$ cat src/rtl/proc_pkg.sv
// Shared types and the round-robin pick helper for the header-processor scheduler.
package proc_pkg;

    localparam int PROC_PORTS  = 4;
    localparam int HDR_MAX_LEN = 8;
    localparam int BYTE_BUS    = 8;
    localparam int MAX_PORTS   = 32;
    localparam int MAX_W       = $clog2(MAX_PORTS);

    localparam logic [BYTE_BUS-1:0] ZERO_BYTE = '0;

    typedef logic [HDR_MAX_LEN-1:0][BYTE_BUS-1:0] hdr_t;

    typedef enum logic {
        S_IDLE,
        S_HOLD
    } sched_state_t;

    // First requester after 'last', wrapping mod n; -1 when nothing requests.
    // Scanning from the far end lets the nearest hit overwrite earlier ones.
    function automatic int rr_pick(input logic [MAX_PORTS-1:0] req, input int n, input int last);
        int pick;
        int idx;
        pick = -1;
        for (int k = MAX_PORTS; k >= 1; k--) begin
            if (k <= n) begin
                idx = (last + k) % n;
                if (req[idx[MAX_W-1:0]]) pick = idx;
            end
        end
        return pick;
    endfunction

endpackage

$ cat src/rtl/proc_latch.sv
// One producer's header slot: captures on write when empty, frees on read.
module proc_latch
    import proc_pkg::*;
(
    input  logic clk,
    input  logic rst,
    input  logic wr_i,
    input  hdr_t hdr_i,
    input  logic rd_i,
    output logic empty_o,
    output hdr_t hdr_o
);

    logic r_full;
    hdr_t r_hdr;

    // A write into an occupied slot is a producer error and is dropped.
    always_ff @(posedge clk) begin
        if (rst) begin
            r_full <= 1'b0;
            r_hdr  <= '0;
        end else if (rd_i) begin
            r_full <= 1'b0;
        end else if (wr_i && !r_full) begin
            r_full <= 1'b1;
            r_hdr  <= hdr_i;
        end
    end

    assign empty_o = ~r_full;
    assign hdr_o   = r_hdr;

endmodule

$ cat src/rtl/proc_sched.sv
// Round-robin drain of per-port header slots into one registered valid/ready stage.
// state  | meaning
// S_IDLE | nothing presented; grant as soon as any slot is full
// S_HOLD | header presented; hold until ready_i, then grant next or go idle
module proc_sched
    import proc_pkg::*;
#(
    parameter int N_PORTS = PROC_PORTS,
    localparam int PORT_W = $clog2(N_PORTS)
) (
    input  logic                 clk,
    input  logic                 rst,
    input  logic [N_PORTS-1:0]   wr_i,
    input  hdr_t [N_PORTS-1:0]   pkt_hdr_i,
    output logic [N_PORTS-1:0]   full_o,
    output logic                 valid_o,
    output hdr_t                 pkt_hdr_o,
    output logic [PORT_W-1:0]    port_o,
    input  logic                 ready_i
);

    sched_state_t        r_state;
    logic                r_valid;
    hdr_t                r_hdr;
    logic [PORT_W-1:0]   r_port;
    logic [PORT_W-1:0]   r_last;

    logic [N_PORTS-1:0]  w_empty;
    logic [N_PORTS-1:0]  w_full;
    logic [N_PORTS-1:0]  w_rd;
    hdr_t                w_slot_hdr [N_PORTS];
    int                  w_pick;
    logic                w_found;
    logic [PORT_W-1:0]   w_idx;
    logic                w_take;

    for (genvar g = 0; g < N_PORTS; g++) begin : g_slot
        proc_latch u_latch (
            .clk     (clk),
            .rst     (rst),
            .wr_i    (wr_i[g]),
            .hdr_i   (pkt_hdr_i[g]),
            .rd_i    (w_rd[g]),
            .empty_o (w_empty[g]),
            .hdr_o   (w_slot_hdr[g])
        );
    end

    assign w_full  = ~w_empty;
    assign w_pick  = rr_pick(MAX_PORTS'(w_full), N_PORTS, int'(r_last));
    assign w_found = (w_pick >= 0);
    assign w_idx   = PORT_W'(w_pick);
    // A grant fires whenever the output stage is free or being emptied this cycle.
    assign w_take  = w_found && ((r_state == S_IDLE) || ready_i);
    assign w_rd    = w_take ? (N_PORTS'(1) << w_idx) : '0;

    always_ff @(posedge clk) begin
        if (rst) begin
            r_state <= S_IDLE;
            r_valid <= 1'b0;
            r_hdr   <= '0;
            r_port  <= '0;
            r_last  <= PORT_W'(N_PORTS - 1);
        end else begin
            case (r_state)
                S_IDLE: begin
                    if (w_take) begin
                        r_state <= S_HOLD;
                        r_valid <= 1'b1;
                        r_hdr   <= w_slot_hdr[w_idx];
                        r_port  <= w_idx;
                        r_last  <= w_idx;
                    end
                end
                S_HOLD: begin
                    if (w_take) begin
                        r_hdr  <= w_slot_hdr[w_idx];
                        r_port <= w_idx;
                        r_last <= w_idx;
                    end else if (ready_i) begin
                        r_state <= S_IDLE;
                        r_valid <= 1'b0;
                        r_hdr   <= '0;
                    end
                end
                default: r_state <= S_IDLE;
            endcase
        end
    end

    assign full_o    = w_full;
    assign valid_o   = r_valid;
    assign pkt_hdr_o = r_hdr;
    assign port_o    = r_port;

endmodule

$ cat config.mk
export PLATFORM = sky130hd
export DESIGN_NAME = proc_sched
export DESIGN_NICKNAME = d
export VERILOG_FILES = /design/src/rtl/proc_pkg.sv /design/src/rtl/proc_latch.sv /design/src/rtl/proc_sched.sv
export SDC_FILE = /design/constraint.sdc
export NUM_CORES = 1
export LEC_CHECK = 0
export CORE_MARGIN = 2
export CORE_UTILIZATION = 35
export DETAILED_ROUTE_END_ITERATION = 12
export PLACE_DENSITY_LB_ADDON = 0.12
export RECOVER_POWER = 50
export SYNTH_ARGS = -nofsm -noshare
export SYNTH_HDL_FRONTEND = slang
export SYNTH_SLANG_ARGS = --single-unit
$ cat constraint.sdc
create_clock -name clk -period 5 [get_ports clk]
set_input_delay 0.5 -clock clk [delete_from_list [all_inputs] [get_ports clk]]
set_output_delay 0.5 -clock clk [all_outputs]
set_load 0.02 [all_outputs]
==> summary.md <==
| Metric | Value |
|---|---|
| CTS tree | `yes` |
| PD cells | `397 mW/mm²` |
| Nets | `between 2000 and 2500` |
| WL/cell | `between 20 and 25 µm` |
| Gpl congestion | `0.798` |
| Ratio of cells with drive above 1 in the final layout | `6.87%` |
| Tightest Hold Check Type | `reg2reg` |
| Power Total | `7.17 mW` |
| Max VDD drop | `approximately 220 µV` |
| Place WS | `1.94 ns` |
| XOR/XNOR share of the synthesized area | `0%` |
| Hold Vio Cnt, Final | `0` |
| Max Clock Freq | `251 MHz` |
| Relative slew margins | `-120%` |
| Register area share after synthesis | `50.2%` |
| Core ar. | `around 0.037 mm²` |
| Synthesized net count | `~1900` |
| Die width | `just under 200 µm` |
| Adder-cell share of the synthesized area | `0%` |
| Chip height | `198 µm` |
| Pre-antenna DRT Iters | `5` |
| CP peak stage delay | `2.39 ns` |
| Row count | `71` |
| Placed insts | `2366` |
| Post-CTS resize count | `0` |
| Clk_lat worst skew | `between 0.5 and 0.6 ns` |
| Arrival @ worst endpoint | `4.43 ns` |
| Clock skew | `0.0133 ns` |
| Largest net degree at the start of global routing | `133` |
| Post-Synthesis Cells | `roughly 1600` |
| Startpoint types | `input pin` |
| RSZ-0062 raised after global routing | `false` |
| Commonest non-fill, non-tap cells in the layout | `nand2_1, dfxtp_1, a21oi_1, clkdlybuf4s50_1, dlygate4sd3_1` |
| Overflow after GRT | `0` |
| Reg2reg path depth | `4` |
| Crit end category | `flip-flop` |
| Crit Path Max Fanout | `32` |
| Tot GR Track Use | `about a quarter` |
| Synth cell types | `37` |
| Vias per cell | `5.22` |
| R2r setup slk | `about 1.3 ns` |
| MaxCap Viol Count | `3` |
| ANT nets after route | `0` |
| Mapped Area | `~0.013 mm²` |
| Reg2reg start | `g_slot[3].u_latch.r_full$_SDFFE_PP0P_` |
| HPWL Detailed | `31100 µm` |
| Simple-gate area share of the yosys netlist | `between 10% and 20%` |
| Die area | `between 0.03 and 0.04 mm²` |
| Routed WL | `49700 µm` |
| Final cycle utilization of the critical path | `79.7%` |
| Worst Tran Pin Value | `between 3 and 4 ns` |
| Vias | `around 13000` |
| Min-Delay Path Depth | `2` |
| Clk buf depth | `3` |
| Critical-path cell list | `dlygate4sd3_1 > nor2b_1 > buf_4 > nand2_1 > a21oi_1` |
| Vias in the first global route | `~12000` |
| PortBufs | `333` |
| Initial antenna violation count | `4` |
| Status | `finished, violations left` |
| Static Leak | `6.72 nW` |
| Yosys reg bits | `330` |
| Worst reg2reg endpoint | `g_slot[3].u_latch.hdr_o[63]$_SDFFE_PP0P_` |
| Fin Setup TNS | `0 ns` |
| Max Slew Vio Count | `139` |
| Endpoint, Worst Hold | `g_slot[3].u_latch.hdr_o[51]$_SDFFE_PP0P_` |
| Final non-filler cell total | `2436` |
| Top_reg_cell synth | `dfxtp_1` |
| Setup slack after layout | `1.01 ns` |
| Largest family of logic cells by synthesized area | `compound AO/OA/AOI/OAI gates` |
| Synth warn | `0` |
| Syn-to-layout area delta | `37.0%` |
| Io pins | `roughly 330` |
| Hold_buf cts | `0` |
| Slowest stage cell on the critical path | `nor2b_1` |
| Final Setup Violations | `0` |
| Hold_sp | `g_slot[3].u_latch.hdr_o[51]$_SDFFE_PP0P_` |
| H-tree depth | `2` |
| Min cycle time layout | `~4 ns` |
| CTS Buf Count | `38` |
| Initial drt markers | `853` |
| Syn Area/Cell | `8.01 µm²` |
| Reg clk slew, reported paths | `0.06 ns` |
| Post-CTS Setup Bufs | `0` |
| Clock Sinks | `330` |
| Worst Path Required | `5.44 ns` |
| First-pass GRT wire length | `~74000 µm` |
| Initial Util | `35.2%` |
| Setup CP Type | `in2reg` |
| CTS root buf | `clkbuf_16` |
| Mux contribution to synthesized area | `5.28%` |
| Number of remaining DRC errors | `0` |
| Complex-gate fraction of the synthesized area | `between 20% and 30%` |
| Number of flops mapped to enable cells by yosys | `0` |
| Failing checks | `max-capacitance violations, max-slew violations` |
| Most common cell after layout, fill and taps aside | `nand2_1` |
| Async SR Flop Fraction | `0%` |
[how the worst max path moves through the flow]
stage,start,endpoint,cells past startpoint
6_report,wr_i[3],g_slot[3].u_latch.hdr_o[63]$_SDFFE_PP0P_,5
5_1_grt,wr_i[3],g_slot[3].u_latch.hdr_o[40]$_SDFFE_PP0P_,5
4_1_cts,g_slot[2].u_latch.r_full$_SDFFE_PP0P_,pkt_hdr_o[13]$_SDFFE_PP0P_,5
3_5_place_dp,r_last[1]$_SDFFE_PP1P_,pkt_hdr_o[28]$_SDFFE_PP0P_,5
3_3_place_gp,g_slot[2].u_latch.r_full$_SDFFE_PP0P_,pkt_hdr_o[20]$_SDFFE_PP0P_,5
2_1_floorplan,g_slot[3].u_latch.r_full$_SDFFE_PP0P_,pkt_hdr_o[11]$_SDFFE_PP0P_,7
[metrics by stage]
stage                     hold slack (ns)  instance area (µm²)  utilization, %
after CTS                           0.452                18100            48.3
after floorplan                     0.433                13200               -
after global placement              0.439                16800            45.0
after global routing                0.466                18000            48.2
after detailed placement            0.444                16800            45.0
final                               0.451                18000            48.3
[routing by layer]
layer / GRT usage (%) / vias up / wire [µm]
met1: 33.9 / 6151 / 22800
li1: - / 6087 / -
met2: 40.1 / 395 / 22900
met3: 3.76 / 70 / 2750
met4: 7.85 / 2 / 1200
met5: 0 / - / 13
[flip-flops by register name (all words and copies together), names as in the netlist]
name / flops
r_last: 2
g_slot.u_latch.r_full: 4
g_slot.u_latch.hdr_o: 256
pkt_hdr_o: 64
valid_o: 1
r_state: 1
port_o: 2
[cells by family after synthesis]
kind of cell | after synthesis
simple gates | 643
compound gates | 466
flops | 330
buf+inv | 141
mux | 65
[power by group]
| part | total, mW | switching [mW] | leakage, nW | internal [mW] |
|---|---|---|---|---|
| combinational | 1.39 | 0.852 | 3.41 | 0.538 |
| sequential | 2.97 | 0.132 | 2.71 | 2.84 |
| clock | 2.80 | 1.11 | 0.611 | 1.70 |
| total | 7.17 | 2.09 | 6.72 | 5.07 |
[cell usage after synthesis (2+ instances only)]
master	count	share of area, %
a211oi_1	2	0.11
a21oi_1	294	11
nand2_1	543	15
buf_1	29	0.83
a21o_1	28	1.6
a311oi_1	3	0.20
dfxtp_1	330	50
o21ai_0	68	2.6
nor2_1	13	0.37
nand3_1	65	2.5
nor2b_1	6	0.28
nand2_2	2	0.095
o211ai_1	28	1.6
a221o_1	36	2.7
buf_2	20	0.76
buf_4	6	0.34
and2_1	2	0.095
mux2_2	36	3.1
clkbuf_1	83	2.4
mux2i_1	29	2.2
nand2b_1	6	0.28
[cell type report]
cell class / instances / area (µm²)
diodes: 4 / 10.0
clock buffers: 57 / 1160
clock inverters: 9 / 103
fillers: 3681 / 19400
inverters: 1 / 3.75
multi-input cells: 1174 / 6070
flip-flops and latches: 330 / 6610
well taps: 511 / 639
repair buffers: 350 / 3460
[critical path, delay by kind of cell]
| family | cells | cell delay [ns] |
|---|---|---|
| AOI/OAI and AO/OA | 1 | 0.14 |
| buffers and inverters | 2 | 1.23 |
| and+or+nand+nor | 2 | 2.54 |
(Power assumes the default switching activity.)
